==> src/rtl/frame_capture_ctrl_pkg.sv <==
`default_nettype none
// ============================================================================
//  Module      : frame_capture_ctrl_pkg
//  Description : Shared definitions for the camera frame capture slice:
//                sequencer state encoding and default frame geometry.
//  Revision    : 1.0  initial release
// ============================================================================
package frame_capture_ctrl_pkg;

    typedef enum logic [2:0] {
        ST_IDLE    = 3'd0,
        ST_ARMED   = 3'd1,
        ST_CAPTURE = 3'd2,
        ST_PAD     = 3'd3,
        ST_DRAIN   = 3'd4
    } cap_state_t;

    // Default geometry: VGA, RGB565
    localparam int c_h_pix               = 640;
    localparam int c_v_lines             = 480;
    localparam int c_bytes_per_pix       = 2;
    localparam int c_frame_bytes_default = c_h_pix * c_v_lines * c_bytes_per_pix;

endpackage : frame_capture_ctrl_pkg
`default_nettype wire

==> src/rtl/frame_capture_ctrl_if.sv <==
`default_nettype none
// ============================================================================
//  Module      : frame_capture_ctrl_if
//  Description : Command, stream and status bundle of the frame capture
//                sequencer.
//                master : environment side (commands, source stream, DMA ready)
//                slave  : sequencer side
//  Revision    : 1.0  initial release
// ============================================================================
interface frame_capture_ctrl_if #(
    parameter int FCNT_W = 16
);
    logic              frame_sync;
    logic              cmd_start;
    logic              cmd_stop;
    logic              cmd_cont;
    logic [7:0]        s_tdata;
    logic              s_tvalid;
    logic              s_tready;
    logic [7:0]        m_tdata;
    logic              m_tvalid;
    logic              m_tready;
    logic              m_tlast;
    logic              busy;
    logic [FCNT_W-1:0] frame_cnt;
    logic              err_short;
    logic              err_long;

    modport master (
        output frame_sync, cmd_start, cmd_stop, cmd_cont,
        output s_tdata, s_tvalid, m_tready,
        input  s_tready, m_tdata, m_tvalid, m_tlast,
        input  busy, frame_cnt, err_short, err_long
    );

    modport slave (
        input  frame_sync, cmd_start, cmd_stop, cmd_cont,
        input  s_tdata, s_tvalid, m_tready,
        output s_tready, m_tdata, m_tvalid, m_tlast,
        output busy, frame_cnt, err_short, err_long
    );

endinterface : frame_capture_ctrl_if
`default_nettype wire

==> src/rtl/frame_capture_ctrl_byte_counter.sv <==
`default_nettype none
// ============================================================================
//  Module      : frame_capture_ctrl_byte_counter
//  Description : Byte position within the current frame. Clear has priority
//                over count; o_is_last flags position FRAME_BYTES-1.
//  Ports       : clk, RESETn (sync, active-low), i_clear, i_en, o_is_last
//  Revision    : 1.0  initial release
// ============================================================================
module frame_capture_ctrl_byte_counter #(
    parameter int FRAME_BYTES = 614400,
    parameter int CNT_W       = 20
) (
    input  wire logic clk,
    input  wire logic RESETn,
    input  wire logic i_clear,
    input  wire logic i_en,
    output logic      o_is_last
);

    localparam logic [CNT_W-1:0] c_last = CNT_W'(FRAME_BYTES - 1);

    logic [CNT_W-1:0] r_cnt;

    always_ff @(posedge clk) begin
        if (!RESETn) begin
            r_cnt <= '0;
        end else if (i_clear) begin
            r_cnt <= '0;
        end else if (i_en) begin
            r_cnt <= r_cnt + CNT_W'(1);
        end
    end

    assign o_is_last = (r_cnt == c_last);

endmodule : frame_capture_ctrl_byte_counter
`default_nettype wire

==> src/rtl/frame_capture_ctrl.sv <==
`default_nettype none
// ============================================================================
//  Module      : frame_capture_ctrl
//  Description : Frame-level capture sequencer between the camera byte stream
//                and the DMA. Aligns to VSYNC, forwards exactly FRAME_BYTES
//                bytes per frame with tlast on the final one, zero-pads short
//                frames, drops surplus bytes of long frames, reports status.
//  Ports       : clk, RESETn (sync, active-low)
//                bus (slave modport): frame_sync, cmd_start/stop/cont,
//                s_tdata/tvalid/tready, m_tdata/tvalid/tready/tlast,
//                busy, frame_cnt, err_short, err_long
//  Revision    : 1.0  initial release
// ============================================================================
module frame_capture_ctrl
    import frame_capture_ctrl_pkg::*;
#(
    parameter int FRAME_BYTES = c_frame_bytes_default,
    parameter int CNT_W       = 20,
    parameter int FCNT_W      = 16
) (
    input wire logic             clk,
    input wire logic             RESETn,
    frame_capture_ctrl_if.slave  bus
);

    cap_state_t        r_state;
    logic              r_cont;
    logic              r_stop_pend;
    logic              r_err_short;
    logic              r_err_long;
    logic [FCNT_W-1:0] r_frame_cnt;

    logic       w_is_last;
    logic       w_in_frame;
    logic       w_beat;
    logic       w_last_beat;
    logic       w_cnt_clear;
    logic       w_end_run;
    logic       w_s_tready;
    logic       w_m_tvalid;
    logic [7:0] w_m_tdata;
    logic       w_m_tlast;

    // ------------------------------------------------------------------
    // Output mux: pass-through in CAPTURE, zero bytes in PAD, discard else
    // ------------------------------------------------------------------
    always_comb begin
        w_s_tready = 1'b1;
        w_m_tvalid = 1'b0;
        w_m_tdata  = 8'h00;
        w_m_tlast  = 1'b0;
        case (r_state)
            ST_CAPTURE: begin
                w_m_tvalid = bus.s_tvalid;
                w_s_tready = bus.m_tready;
                w_m_tdata  = bus.s_tdata;
                w_m_tlast  = w_is_last;
            end
            ST_PAD: begin
                // Source is held off so its next-frame bytes wait for us
                w_s_tready = 1'b0;
                w_m_tvalid = 1'b1;
                w_m_tlast  = w_is_last;
            end
            default: ;
        endcase
    end

    assign w_in_frame  = (r_state == ST_CAPTURE) || (r_state == ST_PAD);
    assign w_beat      = w_m_tvalid & bus.m_tready;
    assign w_last_beat = w_beat & w_is_last;
    // Counter rests at zero outside a frame and rewinds on every completed
    // frame, so any entry into CAPTURE starts from byte 0.
    assign w_cnt_clear = !w_in_frame || w_last_beat;
    // A stop in the completing cycle itself also ends the run.
    assign w_end_run   = r_stop_pend | bus.cmd_stop | ~r_cont;

    frame_capture_ctrl_byte_counter #(
        .FRAME_BYTES (FRAME_BYTES),
        .CNT_W       (CNT_W)
    ) u_byte_counter (
        .clk       (clk),
        .RESETn    (RESETn),
        .i_clear   (w_cnt_clear),
        .i_en      (w_beat),
        .o_is_last (w_is_last)
    );

    // ------------------------------------------------------------------
    // Sequencer
    // ------------------------------------------------------------------
    always_ff @(posedge clk) begin
        if (!RESETn) begin
            r_state     <= ST_IDLE;
            r_cont      <= 1'b0;
            r_stop_pend <= 1'b0;
            r_err_short <= 1'b0;
            r_err_long  <= 1'b0;
            r_frame_cnt <= '0;
        end else begin
            case (r_state)
                ST_IDLE: begin
                    if (bus.cmd_start && !bus.cmd_stop) begin
                        r_state     <= ST_ARMED;
                        r_cont      <= bus.cmd_cont;
                        r_stop_pend <= 1'b0;
                        r_err_short <= 1'b0;
                        r_err_long  <= 1'b0;
                        r_frame_cnt <= '0;
                    end
                end
                ST_ARMED: begin
                    if (bus.cmd_stop) begin
                        r_state <= ST_IDLE;
                    end else if (bus.frame_sync) begin
                        r_state <= ST_CAPTURE;
                    end
                end
                ST_CAPTURE: begin
                    if (bus.cmd_stop) begin
                        r_stop_pend <= 1'b1;
                    end
                    if (w_last_beat) begin
                        r_frame_cnt <= r_frame_cnt + FCNT_W'(1);
                        if (w_end_run) begin
                            r_state <= ST_IDLE;
                        end else if (bus.frame_sync) begin
                            r_state <= ST_CAPTURE;
                        end else begin
                            r_state <= ST_DRAIN;
                        end
                    end else if (bus.frame_sync) begin
                        // Early VSYNC: finish this frame with zeros; that
                        // sync also opens the next frame.
                        r_err_short <= 1'b1;
                        r_state     <= ST_PAD;
                    end
                end
                ST_PAD: begin
                    if (bus.cmd_stop) begin
                        r_stop_pend <= 1'b1;
                    end
                    if (w_last_beat) begin
                        r_frame_cnt <= r_frame_cnt + FCNT_W'(1);
                        r_state     <= w_end_run ? ST_IDLE : ST_CAPTURE;
                    end
                end
                ST_DRAIN: begin
                    if (bus.s_tvalid) begin
                        r_err_long <= 1'b1;
                    end
                    if (bus.cmd_stop) begin
                        r_state <= ST_IDLE;
                    end else if (bus.frame_sync) begin
                        r_state <= ST_CAPTURE;
                    end
                end
                default: r_state <= ST_IDLE;
            endcase
        end
    end

    assign bus.s_tready  = w_s_tready;
    assign bus.m_tvalid  = w_m_tvalid;
    assign bus.m_tdata   = w_m_tdata;
    assign bus.m_tlast   = w_m_tlast;
    assign bus.busy      = (r_state != ST_IDLE);
    assign bus.frame_cnt = r_frame_cnt;
    assign bus.err_short = r_err_short;
    assign bus.err_long  = r_err_long;

endmodule : frame_capture_ctrl
`default_nettype wire

==> src/flat_wrapper.sv <==
// flat-port wrapper written by rule: the top's interface ports become plain ports
module frame_capture_ctrl_flat import frame_capture_ctrl_pkg::*;
#(
    parameter int FRAME_BYTES = c_frame_bytes_default,
    parameter int CNT_W       = 20,
    parameter int FCNT_W      = 16
)
  (clk, RESETn, bus_frame_sync, bus_cmd_start, bus_cmd_stop, bus_cmd_cont, bus_s_tdata, bus_s_tvalid, bus_m_tready, bus_s_tready, bus_m_tdata, bus_m_tvalid, bus_m_tlast, bus_busy, bus_frame_cnt, bus_err_short, bus_err_long);
  frame_capture_ctrl_if #(.FCNT_W(FCNT_W)) bus_i ();
  input wire logic clk;
  input wire logic RESETn;
  input wire logic [$bits(bus_i.frame_sync)-1:0] bus_frame_sync;
  input wire logic [$bits(bus_i.cmd_start)-1:0] bus_cmd_start;
  input wire logic [$bits(bus_i.cmd_stop)-1:0] bus_cmd_stop;
  input wire logic [$bits(bus_i.cmd_cont)-1:0] bus_cmd_cont;
  input wire logic [$bits(bus_i.s_tdata)-1:0] bus_s_tdata;
  input wire logic [$bits(bus_i.s_tvalid)-1:0] bus_s_tvalid;
  input wire logic [$bits(bus_i.m_tready)-1:0] bus_m_tready;
  output wire logic [$bits(bus_i.s_tready)-1:0] bus_s_tready;
  output wire logic [$bits(bus_i.m_tdata)-1:0] bus_m_tdata;
  output wire logic [$bits(bus_i.m_tvalid)-1:0] bus_m_tvalid;
  output wire logic [$bits(bus_i.m_tlast)-1:0] bus_m_tlast;
  output wire logic [$bits(bus_i.busy)-1:0] bus_busy;
  output wire logic [$bits(bus_i.frame_cnt)-1:0] bus_frame_cnt;
  output wire logic [$bits(bus_i.err_short)-1:0] bus_err_short;
  output wire logic [$bits(bus_i.err_long)-1:0] bus_err_long;
  assign bus_i.frame_sync = bus_frame_sync;
  assign bus_i.cmd_start = bus_cmd_start;
  assign bus_i.cmd_stop = bus_cmd_stop;
  assign bus_i.cmd_cont = bus_cmd_cont;
  assign bus_i.s_tdata = bus_s_tdata;
  assign bus_i.s_tvalid = bus_s_tvalid;
  assign bus_i.m_tready = bus_m_tready;
  assign bus_s_tready = bus_i.s_tready;
  assign bus_m_tdata = bus_i.m_tdata;
  assign bus_m_tvalid = bus_i.m_tvalid;
  assign bus_m_tlast = bus_i.m_tlast;
  assign bus_busy = bus_i.busy;
  assign bus_frame_cnt = bus_i.frame_cnt;
  assign bus_err_short = bus_i.err_short;
  assign bus_err_long = bus_i.err_long;
  frame_capture_ctrl #(.FRAME_BYTES(FRAME_BYTES), .CNT_W(CNT_W), .FCNT_W(FCNT_W)) u_core (.clk(clk), .RESETn(RESETn), .bus(bus_i));
endmodule
==> config.mk <==
export PLATFORM = sky130hd
export DESIGN_NAME = frame_capture_ctrl_flat
export DESIGN_NICKNAME = d
export VERILOG_FILES = /design/src/rtl/frame_capture_ctrl_pkg.sv /design/src/rtl/frame_capture_ctrl_if.sv /design/src/rtl/frame_capture_ctrl_byte_counter.sv /design/src/rtl/frame_capture_ctrl.sv /design/src/flat_wrapper.sv
export SDC_FILE = /design/constraint.sdc
export NUM_CORES = 1
export LEC_CHECK = 0
export CELL_PAD_IN_SITES_DETAIL_PLACEMENT = 1
export CELL_PAD_IN_SITES_GLOBAL_PLACEMENT = 1
export CORE_MARGIN = 2
export CORE_UTILIZATION = 41
export DETAILED_ROUTE_END_ITERATION = 8
export PLACE_DENSITY_LB_ADDON = 0.25
export SKIP_LAST_GASP = 1
export SLEW_MARGIN = 20
export SYNTH_ARGS = -nofsm -noshare
export SYNTH_HDL_FRONTEND = slang
export SYNTH_HIERARCHICAL = 1
export SYNTH_SLANG_ARGS = --single-unit
==> constraint.sdc <==
create_clock -name clk -period 7.4 [get_ports clk]
set_input_delay 1.11 -clock clk [delete_from_list [all_inputs] [get_ports clk]]
set_output_delay 1.11 -clock clk [all_outputs]
set_load 0.05 [all_outputs]
# Word-level counts from Yosys, hierarchy flattened
# Cells that the tools add are included.
# Widths: inputs -> output; s select.
# word_totals
reg_bits	43
input_bits	16
out_inout_bits	30
wordCells	73
# classes
addsub	2
n_eq_ne	14
muxes	25
bitwise_logic	6
reduce_logical	19
# op_table
cell	count
$mux 16	2
$pmux 16 s2	1
$mux 3	8
$add 20x1->20 const B	1
$eq 20x20->1 const B	1
$add 16x1->16 const B	1
$pmux 3 s4	1
$pmux 1 s2	5
$reduce_and 3->1	3
$mux 8	1
$ne 2x1->1 const B	4
$reduce_and 4->1	2
$eq 3x2->1 const B	2
$mux 1	6
$ne 2x2->1 const B	3
$reduce_bool 2->1	3
$reduce_or 2->1	3
$eq 3x1->1 const B	1
$eq 3x3->1 const B	1
$logic_not 3->1	1
$ne 3x1->1 const B	1
$ne 3x2->1 const B	1
$reduce_bool 3->1	1
$and 1x1->1	2
7 further kinds	11

# Longest topological paths before layout
# logic_depth
depth_word	6
mapped_depth	10
depth_no_buf	9

# Hierarchy
# The synthesis kept the hierarchy.
# modules_own_cells
mod	instances	cells_each	area_each_um2	seq_area_each_um2
frame_capture_ctrl	1	166	1375.1	460.4
frame_capture_ctrl_byte_counter	1	112	949.7	400.4

# Worst setup path before layout
# No wires, ideal clock.
# synth_timing
path_type	input-to-output
from	input port bus_m_tready
to	output port bus_s_tready
arrival_time_ps	2227
required_time_ps	6290
slack_ps	4063
path_stages	2
n_path_buf	0
path_cell_list	inv_1 > o21ai_0
# synth_between
elab_chain_len	1
# synth_rtl
element	line	rtl
start, declared	flat_wrapper.sv:18	input wire logic [$bits(bus_i.m_tready)-1:0] bus_m_tready;
$pmux 1 s2	frame_capture_ctrl.sv:52	case (r_state)
end, declared	flat_wrapper.sv:19	output wire logic [$bits(bus_i.s_tready)-1:0] bus_s_tready;
# No other way between the ends.

# Worst setup path after layout
# layout_timing
from	register u_core.u_byte_counter.r_cnt[0]
to	output port bus_m_tlast
# layout_between
elab_chain_len	2
# layout_rtl
element	line	rtl
start, declared	frame_capture_ctrl_byte_counter.sv:22	logic [CNT_W-1:0] r_cnt;
start signal, assigned	frame_capture_ctrl_byte_counter.sv:30	r_cnt <= r_cnt + CNT_W'(1);
$eq 20x20->1	frame_capture_ctrl_byte_counter.sv:34	assign o_is_last = (r_cnt == c_last);
named net u_core.w_is_last	frame_capture_ctrl.sv:33	logic w_is_last;
$mux 1	frame_capture_ctrl.sv:52	
end, declared	flat_wrapper.sv:22	output wire logic [$bits(bus_i.m_tlast)-1:0] bus_m_tlast;
# The timed path passes the listed nets, and every way through them passes these cells.

==> results.sh <==
export IMPL_antenna_found_initial=0
export IMPL_drt_drc_violations_left=0
export IMPL_setup_viol_count_final=0
export IMPL_synthesis_area_per_instance_sq_um=8.362
export IMPL_final_critical_delay_including_setup_and_external_delays_ns=4.110
export IMPL_worst_setup_path_type="reg2out"
export IMPL_num_nets_final=333
export IMPL_wl_microns=6075
export IMPL_initialDrtViolationCount=70
export IMPL_fp_dieW_microns=79.30
export IMPL_port_buf_inserts=45
export IMPL_worst_skew_pair_later_pin_latency_ns=0.30
export IMPL_dieArea_sq_mm=0.006288
export IMPL_worstSetupEndpointType="output port"
export IMPL_cts_tree="done"
export IMPL_drt_pre_antenna_iters=6
export IMPL_regToRegStartpoint="u_core/u_byte_counter/r_cnt[0]"
export IMPL_synth_enable_flop_cells=0
export IMPL_status="complete, no violations"
export IMPL_final_max_slew_violation_count=0
export IMPL_max_cap_violations=0
export IMPL_die_height_microns=79.30
export IMPL_grt_overflow_total=0
export IMPL_globalRoute_busiestLayer="met2"
export IMPL_max_stage_delay_ns=0.80
export IMPL_timing_critical_path_from_type="register"
export IMPL_p_clk_frac=0.296
export IMPL_worst_clock_skew_on_the_final_layout_ns=0.007652
export IMPL_grt_setup_unrepaired="no"
export IMPL_gr_usage_met1=0.2581
export IMPL_critPathBufInv=1
export IMPL_setup_reg_to_reg_worst_slack_ns=4.16
export IMPL_worstRegToRegCells=9
export IMPL_htree_num_levels=2
export IMPL_cts_root_buf="clkbuf_8"
export IMPL_dp_hpwl_microns=4382
export IMPL_cts_path_max_buffers=2
export IMPL_postSynth_asyncResetShare=0
export IMPL_avgRoutedWirePerCell_microns=15.66
export IMPL_postSynthRegisterBits=43
export IMPL_cp_data_arrival_time_ns=3.00
export IMPL_clk_pin_slew_ns=0.09
export IMPL_timing_hold_worst_class="reg2reg"
export IMPL_yosysUniqueCellTypes=46
export IMPL_areaGrowthSynthToFinish_pct=25.46
export IMPL_worst_slew_pin_transition_ns=0.8317
export IMPL_cts_hold_fix_buffers=0
export IMPL_grt_first_pass_wirelength_microns=10230
export IMPL_cell_family_contributing_the_most_delay_on_the_critical_path="simple AND/OR/NAND/NOR gates"
export IMPL_remaining_max_slew_budget_at_the_tightest_pin=0.4455
export IMPL_ys_seq_area_frac=0.3703
export IMPL_power_net_switching_mw=0.2890
export IMPL_power_sequential_fraction=0.350
export IMPL_via_count_of_the_first_global_routing_pass=2192
export IMPL_grt_total_usage=0.2033
export IMPL_fp_row_count=27
export IMPL_cellPowerDensity_mw_per_mm2=258.0
export IMPL_netlist_area_sq_mm=0.002325
export IMPL_synth_ff_type="dfxtp_1"
export IMPL_path_cells="ha_1 -> nand4_1 -> or3_1 -> nor3_1 -> and2_1 -> clkdlybuf4s50_1"
export IMPL_reg2reg_to="u_core/u_byte_counter/r_cnt[14]"
export IMPL_pin_count=46
export IMPL_final_hold_vio_count=0
export IMPL_slowest_stage="clkdlybuf4s50_1"
export IMPL_cts_sink_count=43
export IMPL_via_per_inst=5.747
export IMPL_n_antenna_cell=0
export IMPL_globalRouteMet2Util=0.3466
export IMPL_finish_utilization=0.5297
export IMPL_hold_path_endpoint="u_core/bus.err_short"
export IMPL_grt_max_degree=30
export IMPL_cp_data_required_time_ns=6.29
export IMPL_numCtsBuffers=5
export IMPL_fmax_mhz=243.3
export IMPL_power_leakage_nw=0.8646
export IMPL_resized_gates_after_cts=0
export IMPL_whs_path_depth=2
export IMPL_internal_power_mw=0.4634
export IMPL_synth_cells=278
export IMPL_yosysWarnings=6
export IMPL_post_syn_nets=296
export IMPL_setup_buffers_after_cts=0
export IMPL_grtUsageMet3=0.04773
export IMPL_timing_critical_path_fanout_max=4
export IMPL_logic_gate_share_of_total_power=0.354
export IMPL_drive_above_1_share=0.06962
export IMPL_period_share=0.5554
export IMPL_num_vias=2230
export IMPL_power_share_switching=0.3841
export IMPL_placeableCoreArea_sq_mm=0.005507
export IMPL_worst_ir_drop_vdd_uv=194.9
export IMPL_globalplace_congestion=0.7649
export IMPL_fin_setup_tns_ns=0
export IMPL_initial_utilization=0.4222
export IMPL_timing_hold_worst_start="u_core/bus.err_short"
export IMPL_antenna_left=0
-- registers in the layout (all words and copies together) (netlist names) --
signal and cells:
u_core/bus.err_long 1, u_core/bus.frame_cnt 16, u_core/u_byte_counter/r_cnt 20, u_core/r_stop_pend 1, u_core/r_state 3, u_core/bus.err_short 1, u_core/r_cont 1
-- power by group through the flow --
| stage | logic [mW] | registers, mW | clock network [mW] |
|---|---|---|---|
| finish | 0.266 | 0.263 | 0.223 |
| floorplan | 0.187 | 0.273 | 0 |
| global placement | 0.261 | 0.268 | 0 |
| detailed placement | 0.265 | 0.268 | 0 |
| global route | 0.287 | 0.267 | 0.237 |
| CTS | 0.266 | 0.263 | 0.226 |
-- worst max path at each step --
stage	start	end	slack [ns]	cells past startpoint
floorplan	bus_m_tready	bus_s_tready	4.06	2
global placement	bus_m_tready	u_core/u_byte_counter/r_cnt[18]	3.59	7
detailed placement	bus_m_tready	bus_s_tready	3.49	4
CTS	u_core/u_byte_counter/r_cnt[0]	bus_m_tlast	3.26	6
global route	u_core/u_byte_counter/r_cnt[0]	bus_m_tlast	3.10	6
finish	u_core/u_byte_counter/r_cnt[0]	bus_m_tlast	3.29	6
-- layer usage --
layer  up-vias  part of all wire
met2        46              0.47
met5         -                 0
met1      1072              0.49
li1       1107                 -
met3         5             0.035
met4         0            0.0076
-- layout by cell type, fill, tap and decap left out, types with 2 or more instances in the layout --
cell type        count
and3_1               4
nor4_1               4
and2_1               9
mux2i_1              2
o31ai_1             14
nand3_1              9
nand2b_1             3
o21ai_0             13
xnor2_1             10
nand2_1             18
bufinv_16            2
or4_1               14
clkdlybuf4s50_1     45
nor2_1              19
a21oi_2              3
a32oi_1              2
or3_1                5
nor3_1               7
nand4_1             16
a21oi_1             22
xor2_1               4
nor2b_1              2
or4_4                4
dfxtp_1             43
inv_1               11
ha_1                 2
and4_1               4
clkbuf_8             5
nor4b_1              2
nand3_2              2
-- through the flow --
stage	setup slack [ns]	std cells	power, mW	area [sq um]	hold WS (ns)
after floorplan	4.063	278	0.4600	2325	0.4395
after global placement	3.594	380	0.5297	2779	0.4342
after detailed placement	3.493	380	0.5335	2779	0.4484
after CTS	3.257	388	0.7556	2912	0.4628
after global routing	3.104	388	0.7908	2917	0.4815
final	3.290	388	0.7525	2917	0.4607
-- layout make-up --
class                   instances  area (sq um)
clock buffers                   6         72.57
well taps                      72         90.09
fillers                       661          2590
multi-input cells             208          1334
flip-flops and latches         43         860.8
inverters                      11         41.29
clock inverters                 2         60.06
repair buffers                 46         457.9
-- Yosys cell counts, types with 4 or more instances --
master    number  share of area
nor2_1        19          0.031
nor3_1         8          0.017
o31ai_1       14          0.045
xor2_1         4          0.015
nand4_1       16          0.043
and2_1         9          0.024
or4_1         14          0.045
dfxtp_1       43           0.37
nand2_1       18          0.029
clkbuf_1       5         0.0081
inv_1         11          0.018
or4_4          4          0.019
buf_2          5          0.011
a21oi_1       22          0.047
nand3_1        9          0.019
nor4_1         4          0.011
or3_1          5          0.013
and4_1         4          0.015
o21ai_0       13          0.028
and3_1         4          0.011
xnor2_1       10          0.038
-- worst reg2reg max path, delay by kind of cell, from the launching register on --
kind | cells | cell delay (ns)
flops | 1 | 0.41
buf+inv | 1 | 0.14
simple gates | 6 | 1.97
compound gates | 1 | 0.32
fa+ha+maj | 1 | 0.24
-- cells by family after synthesis --
kind of cell | Yosys count | share of synthesized area
compound gates | 63 | 0.1744
xor+xnor | 14 | 0.05274
fa+ha+maj | 2 | 0.01076
buf+inv | 27 | 0.05812
flops | 43 | 0.3703
mux | 2 | 0.008612
simple gates | 127 | 0.3251
No activity file was read; power rests on OpenSTA's default activity.
==> patch: new RTL, same flow settings <==
`FCNT_W` is set to 16 in 3 places; all go to 18.
--- a/src/rtl/frame_capture_ctrl_if.sv
+++ b/src/rtl/frame_capture_ctrl_if.sv
@@ -9,5 +9,5 @@
 // ============================================================================
 interface frame_capture_ctrl_if #(
-    parameter int FCNT_W = 16
+    parameter int FCNT_W = 18
 );
     logic              frame_sync;
--- a/src/rtl/frame_capture_ctrl.sv
+++ b/src/rtl/frame_capture_ctrl.sv
@@ -17,5 +17,5 @@
     parameter int FRAME_BYTES = c_frame_bytes_default,
     parameter int CNT_W       = 20,
-    parameter int FCNT_W      = 16
+    parameter int FCNT_W      = 18
 ) (
     input wire logic             clk,
--- a/src/flat_wrapper.sv
+++ b/src/flat_wrapper.sv
@@ -4,5 +4,5 @@
     parameter int FRAME_BYTES = c_frame_bytes_default,
     parameter int CNT_W       = 20,
-    parameter int FCNT_W      = 16
+    parameter int FCNT_W      = 18
 )
   (clk, RESETn, bus_frame_sync, bus_cmd_start, bus_cmd_stop, bus_cmd_cont, bus_s_tdata, bus_s_tvalid, bus_m_tready, bus_s_tready, bus_m_tdata, bus_m_tvalid, bus_m_tlast, bus_busy, bus_frame_cnt, bus_err_short, bus_err_long);
Interface: changed (resized bus_frame_cnt); port bits go from 46 to 48. The function was not compared with the original's and may differ.
==> patch against the unedited design <==
Area after synthesis rose by 3.0%; first-iteration DRC count fell by 26%; global-route usage fell by 0.86 points; count of clock-buffer cells in the layout fell by 1; total power fell by 8.8%; cell area rose by 2.6%; non-clock buffer count rose by 2; combinational power fell by 13%; register-to-register slack got worse by 0.09 ns; clock power fell by 19%; setup slack improved by 0.039 ns; final cell count rose by 0.77%; sequential cell count rose by 2; routed wire length fell by 2.5%.
==> patch: results (changes against the unedited design) <==
[finish]
fillers=651  ; -1.5%
drive_gt1_frac=0.103  ; +0.0338

[synthesis]
synthMuxAreaShare=0.00418  ; -0.00443
synth_top_area_frac=0.376  ; +0.00608
netlist-cell-type-count=51  ; +11%
yosys.area_share.adder=0.0105  ; -0.000309
synth_xor_area_frac=0.106  ; +0.0534
syn_nets=295  ; -0.34%
synth-seq-area-share=0.376  ; +0.00608
netlist_top_cells_area=dfxtp_1, xnor2_1, nor2_1

[critical_path]
arrival_ns=2.96  ; -0.04 ns
rrSetupSlack_ns=4.07  ; -0.09 ns
reg2reg_to=u_core/u_byte_counter/r_cnt[2]

[drt]
drt_iter0_drc=52  ; -26%
drtPass1Iterations=4  ; -2
met3WireLength_um=312  ; +46%
met2RoutedLength_mm=2.78  ; -3.1%

[power_and_ir_drop]
irDropWorstVdd_mv=0.153  ; -21%
power_leakage_nw=0.923  ; +6.8%

[timing]
skew_ns=0.00426  ; -0.00339 ns

[grt]
grt_pass1_vias=2102  ; -4.1%
grt_pass1_wl_mm=9.99  ; -2.3%
grtUsageTotal=0.195  ; -0.00855

[outcome]
outcome=completed

[placement]
gp_congestion=0.775  ; +1.3%
portBuffers=47  ; +4.4%

[hold_path]
hp-start=u_core/r_cont

-- patch: cell count changes in the layout (fill, tap and decap cells not counted), moves of 4 or more --
cell       unedited run  this run
and2_1                9         1
o31ai_1              14         1
a211oi_2              0         4
nor2_1               19        38
xnor2_1              10        18
xor2_1                4        11
o21ai_0              13         7
nand4_1              16        11
and3_1                4         9
o2111ai_1             0         6
a21oi_1              22        16
or4_1                14         4
inv_1                11         7
-- patch: area by class of cell --
| cell class | instances | area, µm² | share of cell area |
|---|---|---|---|
| inverters | 7 | 26.3 | 0.00878 |
| clock inverters | 2 | 35.0 | 0.0117 |
| well taps | 72 | 90.1 | 0.0301 |
| repair buffers | 48 | 478 | 0.160 |
| clock buffers | 5 | 68.8 | 0.0230 |
| flip-flops and latches | 45 | 901 | 0.301 |
| multi-input cells | 212 | 1390 | 0.465 |
-- patch: cells by family (layout without fill, tap and decap cells) --
group	Yosys count	after routing
AO/OA/AOI/OAI	46	46
XOR/XNOR	29	29
adder cells (fa/ha/maj)	2	2
buffers and inverters	20	62
flip-flops	45	45
multiplexers	1	1
AND/OR/NAND/NOR	134	134
-- patch: per-layer routing --
metal | track usage | vias up
li1 | - | 1079
met1 | 0.257 | 1030
met2 | 0.319 | 50
met3 | 0.0449 | 4
met4 | 0.0508 | 0
met5 | 0 | -
-- patch: worst max-delay path by stage --
stage                   end  slack, ns  cells after the start
6_report        bus_m_tlast       3.33                      6
5_1_grt         bus_m_tlast       3.13                      6
4_1_cts         bus_m_tlast       3.31                      6
3_5_place_dp   bus_m_tvalid       3.61                      4
3_3_place_gp   bus_m_tvalid       3.59                      4
2_1_floorplan  bus_s_tready       4.06                      2
-- patch: worst max-delay path, delay by kind of cell (launching register included) --
| family | cells | cell delay (ns) |
|---|---|---|
| adders and majority gates | 1 | 0.25 |
| and+or+nand+nor | 4 | 1.21 |
| DFF | 1 | 0.41 |
| buffers and inverters | 1 | 0.79 |
-- patch: power by group through the flow --
| stage | clock network (mW) | logic, mW | registers [mW] |
|---|---|---|---|
| finish | 0.180 | 0.231 | 0.275 |
| global placement | 0 | 0.231 | 0.280 |
| global route | 0.197 | 0.249 | 0.280 |
| detailed placement | 0 | 0.232 | 0.281 |
| floorplan | 0 | 0.174 | 0.278 |
| CTS | 0.187 | 0.233 | 0.275 |
-- patch: metrics by stage --
stage,std cells,instance area (µm²)
global route,391,2990
CTS,391,2990
global placement,384,2890
detailed placement,384,2890
floorplan,277,2390
finish,391,2990
